**src/rtl/call_stack_pkg.sv**
```systemverilog
// Shared word width, stack depth and operation decode for the call/return stack.
// Keeps the PC, register file and stack in agreement on the datapath word width.
package call_stack_pkg;

    localparam int DATA_WIDTH  = 32;
    localparam int STACK_DEPTH = 16;

    typedef enum logic [2:0] {
        OP_IDLE,
        OP_CLR,
        OP_PUSH,
        OP_POP,
        OP_REPLACE
    } stack_op_e;

    // clr wins; push+pop on a non-empty stack replaces the top; on an empty stack it is a push.
    function automatic stack_op_e decode_op(input logic push, input logic pop,
                                            input logic clr, input logic empty);
        if (clr)                   return OP_CLR;
        if (push && pop && !empty) return OP_REPLACE;
        if (push)                  return OP_PUSH;
        if (pop)                   return OP_POP;
        return OP_IDLE;
    endfunction

endpackage

```
**src/rtl/call_stack_stack_mem.sv**
```systemverilog
// DEPTH x WIDTH register array: one synchronous write port and one asynchronous read port.
// Write takes effect at posedge; read is combinational. There is no backpressure.
module stack_mem #(
    parameter int WIDTH = 32,
    parameter int DEPTH = 16,
    parameter int AW    = $clog2(DEPTH)
) (
    input  logic             clk,
    input  logic             we,
    input  logic [AW-1:0]    waddr,
    input  logic [WIDTH-1:0] wdata,
    input  logic [AW-1:0]    raddr,
    output logic [WIDTH-1:0] rdata
);

    logic [WIDTH-1:0] mem_q [DEPTH];

    always_ff @(posedge clk) begin
        if (we) begin
            mem_q[waddr] <= wdata;
        end
    end

    assign rdata = mem_q[raddr];

endmodule

```
**src/rtl/call_stack.sv**
```systemverilog
// Hardware LIFO for jal/jst and lstk/sstk, with a show-ahead top of stack and sticky over/underflow flags.
// Reads have zero latency and writes land at posedge; refused operations only set a flag and never stall.
module call_stack
    import call_stack_pkg::*;
#(
    parameter int WIDTH = DATA_WIDTH,
    parameter int DEPTH = STACK_DEPTH
) (
    input  logic                     clk,
    input  logic                     reset,
    input  logic                     push,
    input  logic                     pop,
    input  logic                     clr,
    input  logic [WIDTH-1:0]         data_in,
    output logic [WIDTH-1:0]         data_out,
    output logic [$clog2(DEPTH):0]   count,
    output logic                     empty,
    output logic                     full,
    output logic                     overflow,
    output logic                     underflow
);

    localparam int          AW       = $clog2(DEPTH);
    localparam logic [AW:0] FULL_CNT = (AW+1)'(DEPTH);
    localparam logic [AW:0] CNT_ONE  = (AW+1)'(1);

    logic [AW:0]      count_q, count_d;
    logic             ovf_q, ovf_d;
    logic             unf_q, unf_d;
    logic             we;
    logic [AW-1:0]    wr_idx, top_idx, waddr;
    logic [WIDTH-1:0] rdata;
    stack_op_e        op;

    assign empty   = (count_q == '0);
    assign full    = (count_q == FULL_CNT);
    assign wr_idx  = count_q[AW-1:0];
    // When full, wr_idx is 0 and the subtraction wraps to DEPTH-1, which is the real top.
    assign top_idx = wr_idx - AW'(1);
    assign op      = decode_op(push, pop, clr, empty);

    always_comb begin
        count_d = count_q;
        ovf_d   = ovf_q;
        unf_d   = unf_q;
        we      = 1'b0;
        waddr   = wr_idx;
        unique case (op)
            OP_CLR: begin
                count_d = '0;
                ovf_d   = 1'b0;
                unf_d   = 1'b0;
            end
            OP_REPLACE: begin
                we    = 1'b1;
                waddr = top_idx;
            end
            OP_PUSH: begin
                if (full) begin
                    ovf_d = 1'b1;
                end else begin
                    we      = 1'b1;
                    count_d = count_q + CNT_ONE;
                end
            end
            OP_POP: begin
                if (empty) begin
                    unf_d = 1'b1;
                end else begin
                    count_d = count_q - CNT_ONE;
                end
            end
            default: ;
        endcase
    end

    always_ff @(posedge clk or negedge reset) begin
        if (!reset) begin
            count_q <= '0;
            ovf_q   <= 1'b0;
            unf_q   <= 1'b0;
        end else begin
            count_q <= count_d;
            ovf_q   <= ovf_d;
            unf_q   <= unf_d;
        end
    end

    stack_mem #(
        .WIDTH (WIDTH),
        .DEPTH (DEPTH),
        .AW    (AW)
    ) u_mem (
        .clk   (clk),
        .we    (we),
        .waddr (waddr),
        .wdata (data_in),
        .raddr (top_idx),
        .rdata (rdata)
    );

    assign data_out  = empty ? '0 : rdata;
    assign count     = count_q;
    assign overflow  = ovf_q;
    assign underflow = unf_q;

endmodule

```
**config.mk**
```make
export PLATFORM = sky130hd
export DESIGN_NAME = call_stack
export DESIGN_NICKNAME = d
export VERILOG_FILES = /design/src/rtl/call_stack_pkg.sv /design/src/rtl/call_stack_stack_mem.sv /design/src/rtl/call_stack.sv
export SDC_FILE = /design/constraint.sdc
export NUM_CORES = 1
export LEC_CHECK = 0
export CAP_MARGIN = 0
export CORE_UTILIZATION = 55
export CTS_CLUSTER_DIAMETER = 30
export CTS_CLUSTER_SIZE = 12
export DETAILED_ROUTE_END_ITERATION = 8
export PLACE_DENSITY = 0.73
export SLEW_MARGIN = 5
export SYNTH_ARGS = -nofsm -noshare
export SYNTH_HDL_FRONTEND = slang
export SYNTH_HIERARCHICAL = 1
export SYNTH_SLANG_ARGS = --single-unit
```
**constraint.sdc**
```tcl
create_clock -name clk -period 6.15 [get_ports clk]
set_input_delay 1.23 -clock clk [delete_from_list [all_inputs] [get_ports clk]]
set_output_delay 1.23 -clock clk [all_outputs]
set_load 0.03 [all_outputs]
```
==> flow_summary.yaml <==
status:
  outcome: "finished, violations left"
  violations: "DRC"
timing:
  rsz0062_at_grt: "false"
  period_needed_ns: 5.509
  slew_viol_final: 0
  setup_violations: 0
  fmax_mhz: 181.5
  skew_ns: 0.01853
  setup_tns_ns: 0
  final.period_utilization: 0.8958
  tightest_slew_ns: 1.179
  hold_viol: 0
  slew_headroom: 0.2119
logic_synthesis:
  syn_inst: 906
  syn_area_per_cell_sq_um: 22.13
  synth_xor_area_frac: 0.003932
  ys_warn_count: 6
  syn_nets: 946
  synth_mux_area_frac: 0.1466
  ys_seq_elements: 519
  synth_top_family_by_area: "multiplexers"
  synth_edf_count: 512
  netlist_area_sq_um: 20050
  synth_fa_ha_area_frac: 0.001873
  ys_async_sr_fraction: 0.01349
  synth-main-ff-cell: "edfxtp_1"
  ys_types: 36
  synth_seq_area_share: 0.7757
  yosys.area_share.simple: 0.03127
  synth_compound_area_frac: 0.02690
global_routing:
  grt_max_degree: 69
  grt_pass1_wl_mm: 66.45
  antenna_found_initial: 1
  grt_overflow: 0
  track_usage: 0.2534
  grt_pass1_vias: 10466
floorplan:
  die_h_um: 192.9
  rows: 69
  die_x_um: 192.9
  die_area_sq_um: 37210
  initial_core_util: 0.5608
  ios: 78
  coreArea_sq_um: 35740
clock_tree:
  htreeDepth: 3
  cts_tree: "built"
  cts_made_buffers: 92
  cts.clk_slew.worst_paths_ns: 0.05
  cts_buffer_depth: 3
  insertion_delay_ns: 0.63
  postCtsSetupRepairBufs: 0
  cts-resized-gates: 0
  clkSinkCount: 519
  cts_root_buffer: "clkbuf_16"
  postCtsHoldBufs: 0
critical_path:
  startpoint_type: "flop"
  r2r_cells: 8
  reg2reg_from: "count[0]$_DFFE_PN0P_"
  rrSetupSlack_ns: 2.09
  cp_cell_sequence: "nor3_1 > xor2_1 > nor2b_4 > buf_4 > a22oi_1 > nand2_1 > nor2b_1 > clkdlybuf4s50_1"
  cp.arrival_ns: 4.28
  worstPathRequired_ns: 4.92
  worstSetupPathType: "reg -> out"
  end_kind: "output port"
  crit_path_max_incr_delay_ns: 0.70
  critical_path.max_fanout: 18
  slowest_stage: "clkdlybuf4s50_1"
  rr_endpoint: "u_mem/mem_q[10][14]$_DFFE_PP_"
pwr:
  p_per_area_nw_per_um2: 538.1
  peakVddDrop_mv: 0.3306
  p_leak_nw: 8.193
route:
  drt_iter0_drc: 884
  routed.top_layer: "met5"
  post_drt_via_cell_ratio: 6.280
  wl_mm: 45.00
  wl_met1_mm: 17.41
  vias: 10035
  drc: 3
  drt_pre_antenna_iters: 7
  wl_met3_mm: 3.243
  ant_nets: 0
  routedWlPerCell_um: 28.16
  route.met2.wl_mm: 22.83
layout:
  drive_gt1_frac: 0.3069
  diodes: 0
  area_delta_synth_final_pct: 23.90
  fin_util: 0.6949
  fin_nets: 1102
place:
  dp_hpwl_mm: 22.70
  port_buffers: 77
  gp_congestion: 0.7543
min_path:
  min_to: "overflow$_DFFE_PN0P_"
  holdPathStages: 2
  hold_path.startpoint: "overflow$_DFFE_PN0P_"
  hold_class: "reg -> reg"
flow_run:
  drv_cap: 0
==> metal layers <==
metal | vias to the layer above | global-route usage
li1 | 4158 | -
met1 | 5271 | 0.3312
met2 | 486 | 0.4129
met3 | 118 | 0.05692
met4 | 2 | 0.1100
met5 | - | 0
==> cells in the mapped netlist (3+ instances only) <==
library cell | count | area, sq um
o21ai_0 | 3 | 15.01
dfrtp_1 | 7 | 175.2
buf_1 | 9 | 33.78
xnor2_1 | 5 | 43.79
ha_1 | 3 | 37.54
buf_6 | 3 | 33.78
buf_4 | 11 | 82.58
mux2i_1 | 4 | 40.04
buf_2 | 7 | 35.03
nor2_1 | 19 | 71.32
nor3_1 | 6 | 30.03
a21oi_1 | 3 | 15.01
nand2_1 | 37 | 138.9
nor2b_1 | 35 | 219.0
edfxtp_1 | 512 | 15370
a22oi_1 | 64 | 480.5
mux4_2 | 128 | 2883
inv_1 | 4 | 15.01
clkbuf_1 | 20 | 75.07
xor2_1 | 4 | 35.03
==> registers in the layout, indices dropped and copies added (netlist names) <==
name / cells
count: 5
overflow: 1
underflow: 1
u_mem/mem_q: 512
==> worst max path at each step <==
stage	startpoint	end	slack, ns	cells past startpoint
after detailed placement	count[0]$_DFFE_PN0P_	data_out[9]	1.23	8
after global placement	count[0]$_DFFE_PN0P_	data_out[15]	1.33	8
after floorplan	clr	u_mem/mem_q[0][0]$_DFFE_PP_	0.85	6
after CTS	count[0]$_DFFE_PN0P_	data_out[12]	0.57	8
final	count[0]$_DFFE_PN0P_	data_out[12]	0.64	8
after global routing	count[0]$_DFFE_PN0P_	data_out[5]	0.43	8
==> cells by family after synthesis <==
family                   Yosys count
XOR/XNOR                           9
adder cells (fa/ha/maj)            3
AO/OA/AOI/OAI                     72
flip-flops                       519
AND/OR/NAND/NOR                  116
buffers and inverters             54
multiplexers                     133
==> placed cells by master, fill, tap and decap left out, drive strengths merged, types with 5 or more instances in the layout <==
cell type,count
xnor2,5
mux4,128
nor2,19
inv,24
nand2,37
clkinvlp,8
clkinv,33
clkdlybuf4s50,77
buf,35
nor3,6
edfxtp,512
clkbuf,98
dfrtp,7
bufinv,10
nor2b,35
a22oi,64
==> worst max-delay path, delay by kind of cell (launching register included) <==
kind	cells	cell delay, ns
compound gates	1	0.19
xor+xnor	1	0.51
simple gates	4	1.36
flops	1	0.47
buf+inv	2	1.12
==> cell type report <==
class                   count  area (sq um)
clock buffers              98          2325
inverters                   4         25.02
clock inverters            71         834.6
repair buffers            112          1171
multi-input cells         333          4354
well taps                 461         576.8
flip-flops and latches    519         15550
fillers                  2090         10910
==> through the flow <==
stage | area, sq um | power, mW | instances | setup WS [ns] | hold slack [ns]
detailed placement | 21680 | 8.318 | 1429 | 1.226 | 0.4903
global placement | 21680 | 8.287 | 1429 | 1.334 | 0.4915
floorplan | 20050 | 6.900 | 906 | 0.8463 | 0.6540
CTS | 24840 | 13.45 | 1598 | 0.5737 | 0.5019
global route | 24840 | 13.82 | 1598 | 0.4264 | 0.5423
finish | 24840 | 13.37 | 1598 | 0.6411 | 0.4918
==> power by group <==
part | total [mW] | internal [mW] | switching (mW)
clock network | 5.08 | 3.23 | 1.85
logic | 4.19 | 1.76 | 2.43
registers | 4.10 | 4.05 | 0.0506
Power figures use the tool's default switching activity.
